**config.mk**
```make
export PLATFORM = sky130hd
export DESIGN_NAME = filter_spad_ctrl
export DESIGN_NICKNAME = d
export VERILOG_FILES = /design/src/rtl/filter_spad_ctrl.sv
export SDC_FILE = /design/constraint.sdc
export NUM_CORES = 1
export LEC_CHECK = 0
export BUFFER_PORTS_ARGS = -buffer_cell sky130_fd_sc_hd__buf_4
export CORE_UTILIZATION = 35
export CTS_CLUSTER_DIAMETER = 50
export DETAILED_ROUTE_END_ITERATION = 12
export GPL_TIMING_DRIVEN = 0
export PLACE_DENSITY = 0.65
export SYNTH_ARGS = -nofsm -noshare
export SYNTH_HDL_FRONTEND = slang
export SYNTH_SLANG_ARGS = --single-unit
```
**constraint.sdc**
```tcl
create_clock -name clk -period 3.5 [get_ports clk]
set_clock_uncertainty 0.05 [all_clocks]
set_input_delay 0.175 -clock clk [delete_from_list [all_inputs] [get_ports clk]]
set_output_delay 0.175 -clock clk [all_outputs]
set_load 0.05 [all_outputs]
```
**src/rtl/filter_spad_ctrl.sv**
```systemverilog
// Filter weight scratchpad controller: loads a filter into the scratchpad, then
// replays it to the MAC for a configurable number of passes through a 2-deep buffer.
module filter_spad_ctrl #(
  parameter int ADDR_W = 6,
  parameter int DATA_W = 8
) (
  input  logic              clk,
  input  logic              rst,
  input  logic              start,
  input  logic [ADDR_W-1:0] cfg_len_m1,
  input  logic [7:0]        cfg_reps_m1,
  input  logic              cfg_skip_load,
  input  logic              ld_valid,
  output logic              ld_ready,
  input  logic [DATA_W-1:0] ld_data,
  output logic              spad_wr,
  output logic              spad_rd,
  output logic [ADDR_W-1:0] spad_addr,
  output logic [DATA_W-1:0] spad_wdata,
  input  logic [DATA_W-1:0] spad_rdata,
  output logic              w_valid,
  input  logic              w_ready,
  output logic [DATA_W-1:0] w_data,
  output logic              w_last,
  output logic              busy,
  output logic              done
);

  typedef enum logic [1:0] {IDLE, LOAD, STREAM, DONE} state_t;

  localparam logic [ADDR_W-1:0] ADDR_ONE = 1;

  state_t            state, state_nxt;
  logic [ADDR_W-1:0] len_m1, addr;
  logic [7:0]        reps_m1, pass;
  logic              rd_more;
  logic              addr_end, pass_end;
  logic              vld_p0, last_p0, fin_p0;
  logic [1:0]        occ, ahead;
  logic              pop, push;
  logic [DATA_W-1:0] b0_data, b1_data;
  logic              b0_last, b1_last, b0_fin, b1_fin;

  assign addr_end = (addr == len_m1);
  assign pass_end = (pass == reps_m1);
  assign w_valid  = (occ != 2'd0);
  assign pop      = w_valid && w_ready;
  assign push     = vld_p0;
  // Entries that will occupy the buffer once everything already requested lands.
  assign ahead    = occ + {1'b0, vld_p0} - {1'b0, pop};

  assign spad_addr  = addr;
  assign spad_wdata = spad_wr ? ld_data : '0;
  assign w_data     = w_valid ? b0_data : '0;
  assign w_last     = w_valid && b0_last;

  always_ff @(posedge clk) begin
    if (rst) state <= IDLE;
    else     state <= state_nxt;
  end

  always_comb begin
    state_nxt = state;
    ld_ready  = 1'b0;
    spad_wr   = 1'b0;
    spad_rd   = 1'b0;
    busy      = 1'b1;
    done      = 1'b0;
    case (state)
      IDLE: begin
        busy = 1'b0;
        if (start) state_nxt = cfg_skip_load ? STREAM : LOAD;
      end
      LOAD: begin
        ld_ready = 1'b1;
        spad_wr  = ld_valid;
        if (ld_valid && addr_end) state_nxt = STREAM;
      end
      STREAM: begin
        spad_rd = rd_more && (ahead <= 2'd1);
        if (pop && b0_fin) state_nxt = DONE;
      end
      DONE: begin
        done      = 1'b1;
        state_nxt = IDLE;
      end
      default: state_nxt = IDLE;
    endcase
  end

  always_ff @(posedge clk) begin
    if (rst) begin
      len_m1  <= '0;
      reps_m1 <= '0;
      addr    <= '0;
      pass    <= '0;
      rd_more <= 1'b0;
      vld_p0  <= 1'b0;
      occ     <= 2'd0;
    end else begin
      vld_p0 <= spad_rd;
      if (state == IDLE && start) begin
        len_m1  <= cfg_len_m1;
        reps_m1 <= cfg_reps_m1;
        addr    <= '0;
        pass    <= '0;
        rd_more <= 1'b1;
      end
      if (spad_wr) addr <= addr_end ? '0 : addr + ADDR_ONE;
      if (spad_rd) begin
        if (addr_end) begin
          addr <= '0;
          if (pass_end) rd_more <= 1'b0;
          else          pass    <= pass + 8'd1;
        end else begin
          addr <= addr + ADDR_ONE;
        end
      end
      case ({push, pop})
        2'b10:   occ <= occ + 2'd1;
        2'b01:   occ <= occ - 2'd1;
        default: occ <= occ;
      endcase
    end
  end

  // p0: read request tags, aligned with spad_rdata returning one cycle later
  always_ff @(posedge clk) begin
    last_p0 <= addr_end;
    fin_p0  <= addr_end && pass_end;
  end

  // p1: two-entry output buffer, b0 is the head presented to the MAC
  always_ff @(posedge clk) begin
    if (push && (occ == 2'd0 || (occ == 2'd1 && pop))) begin
      b0_data <= spad_rdata;
      b0_last <= last_p0;
      b0_fin  <= fin_p0;
    end else if (pop) begin
      b0_data <= b1_data;
      b0_last <= b1_last;
      b0_fin  <= b1_fin;
    end
    if (push && ((occ == 2'd1 && !pop) || (occ == 2'd2 && pop))) begin
      b1_data <= spad_rdata;
      b1_last <= last_p0;
      b1_fin  <= fin_p0;
    end
  end

endmodule

```
==> metrics <==
leakage power figure approximately 1.5 nW; critical path startpoint category register; Synth Instances 297; Slew headroom roughly 54%; Crit path arrival time around 2600 ps; largest net degree at the start of global routing 20; Die Wd just over 90 µm; Post-CTS Setup Repair Bufs 0; Fmax achieved ~0.35 GHz; WP data required approximately 3300 ps; CTS tree done; synthesized flop and latch total 56; die height ~92 µm; post-synthesis cell area around 0.0028 mm²; commonest non-fill, non-tap cell in the layout buf_4; grt total ovfl 0; Max Cap Violations 0; initial core utilization a little over a third; routed via count 2398; final hold viol count 0; setup TNS 0 ps; post-place setup slack roughly 700 ps; Yosys top cell area share approximately a quarter; worst hold path type input pin to register; Syn Area/Cell about 9.5 µm²; I/O pins 65; FILL cells 791; Core Footprint 0.007767 mm²; Worst Path Max Fanout 9; total die area between 0.008 and 0.009 mm²; most frequent cells in the layout 65 x buf_4, 43 x nand2_1, 36 x dfxtp_1, 26 x a21oi_1, 20 x edfxtp_1; layout cell share with drive strength beyond 1 between 20% and 30%; Syn Nets ~340; outcome completed; First-pass DRT Iterations 4; Global Route Usage Sum roughly 16%; Setup CP Type register to output port; drt drc 0; final setup vio count 0; PostCTS Resize Cnt 0; DP Wirelength 4786 µm; Netlist cell types 42; WL per Instance 13.49 µm; site row count 32; Final WS setup about 640 ps; wire length on met2 roughly 3000 µm; post-route ant nets 0; met3 routed WL between 200 and 300 µm; clk_lat worst skew 320 ps; cell taking the most area after synthesis dfxtp_1; vias in the first global route between 2000 and 2500; CTS Buf Count 5; global-route wire length before repair roughly 11000 µm; Placer Congestion slightly above 0.8; Period Utilization, post-route between 80% and 90%; Post-Route M1 WL 3081 µm; final wirelength between 6000 and 7000 µm; CTS clk-pin slew, worst paths ~100 ps; Worst-Margin Slew 688.9 ps; finished layout cell area about 0.0036 mm²; min cycle time layout 2856 ps; sequential share of the synthesized area between 40 and 50%; area grow syn2layout 27.67%; n_diodes 0; TritonCTS Sinks 56; worst vdd ir between 200 and 250 µV; fin. max-slew vios 0; Detailed Route Iter0 Violations 85; ranking of synthesized cells by area dfxtp_1 25%, edfxtp_1 21%, nand2_1 5.7%; placed cell area 0.003438 mm²; fin nets ~420; area of the multi-input gates roughly 0.0014 mm²; Port-buffer cells 63; Cell Pwr Density 644.6 mW/mm²; clk buf depth 2; FF+latch area about 0.0013 mm²; via/cell ratio 5.006; CP Capture Type output port; initial antenna violation count 0; Yosys warning count 0; depth of the CTS H-tree 2; RSZ-0062 raised after global routing no; DR top layer met4; root buffer cell clkbuf_8
[flip-flops by register name, indices dropped and copies added, names as in the netlist]
name	flops
b0_data	8
b0_fin	1
b0_last	1
b1_data	8
b1_fin	1
b1_last	1
fin_p0	1
last_p0	1
len_m1	6
occ	2
pass	8
push	1
rd_more	1
reps_m1	8
spad_addr	6
state	2
[metrics by stage]
stage | hold WS (ps) | std cells | power (W) | utilization (%)
floorplan | 223.9 | 297 | 0.001648 | -
global placement | 313.9 | 462 | 0.001943 | 44.17
detailed placement | 313.6 | 463 | 0.001969 | 44.27
CTS | 42.76 | 479 | 0.002343 | 46.52
global route | 36.17 | 479 | 0.002477 | 46.52
finish | 45.71 | 479 | 0.002329 | 46.52
[worst max-delay path: stages, from the launching register on]
cell	delay, ps
dfxtp_1	350
clkbuf_1	280
inv_1	120
ha_1	230
or4b_1	510
nand3_1	110
a221o_1	340
inv_2	150
buf_4	220
[where the power goes]
part	switching (W)	internal, W	total [W]
sequential	0.0000555	0.000782	0.000837
combinational	0.000779	0.000344	0.00112
clock	0.000224	0.000146	0.000370
[per-layer routing]
| layer | up-vias | GRT usage, % |
|---|---|---|
| li1 | 1221 | - |
| met4 | 0 | 4.688 |
| met2 | 54 | 26.68 |
| met1 | 1117 | 21.16 |
| met5 | - | 0 |
| met3 | 6 | 2.736 |
[cells in the mapped netlist]
cell,number
a221oi_2,1
o31ai_1,2
mux2i_1,2
buf_4,1
xnor2_2,1
inv_2,1
a21boi_0,1
nand2_1,43
mux2_2,10
clkbuf_1,14
xnor2_1,6
o221ai_1,1
xor2_1,15
and2b_2,1
and3_1,10
nor4_1,3
a221o_1,1
o21ai_0,1
and2_1,4
edfxtp_1,20
nand4_1,7
a21oi_1,26
clkinv_1,1
nand3_1,15
o311ai_0,8
nand2b_1,2
ha_1,10
o211ai_1,6
o2111ai_1,3
or4_1,3
nor2b_1,9
or3_1,1
inv_1,11
o2bb2ai_1,1
a31oi_1,5
nor2_1,9
o21a_1,1
buf_2,1
or4b_1,1
a211oi_1,2
dfxtp_1,36
nor3_1,1
[logic make-up (layout without fill, tap and decap cells)]
group	after synthesis	count (layout)	share of synthesized area, %
AND/OR/NAND/NOR	109	109	19.14
AO/OA/AOI/OAI	59	59	13.97
flip-flops	56	56	46.68
buffers and inverters	29	109	4.023
XOR/XNOR	22	22	7.074
multiplexers	12	12	4.686
adder cells (fa/ha/maj)	10	10	4.421
[layout make-up]
type | count | area share, %
Multi-Input combinational cell | 212 | 38.61
Sequential cell | 56 | 36.57
Timing Repair Buffer | 72 | 15.51
Tap cell | 102 | 3.532
Clock buffer | 5 | 1.904
Buffer | 16 | 1.801
Inverter | 13 | 1.350
Clock inverter | 3 | 0.7271
[final timing paths]
kind / start / end / slack (ps) / cells after the start
min reg2reg: last_p0 / b1_last / 390 / 0
min: cfg_len_m1[0] / len_m1[0] / 50 / 3
max reg2reg: occ[1] / pass[7] / 750 / 9
max: occ[1] / spad_rd / 640 / 8
[repair_timing]
item                       4_1_cts  5_1_grt
hold buffers                     8        0
setup endpoints to repair        0        0
hold endpoints to repair         8        0
(Power assumes the default switching activity.)
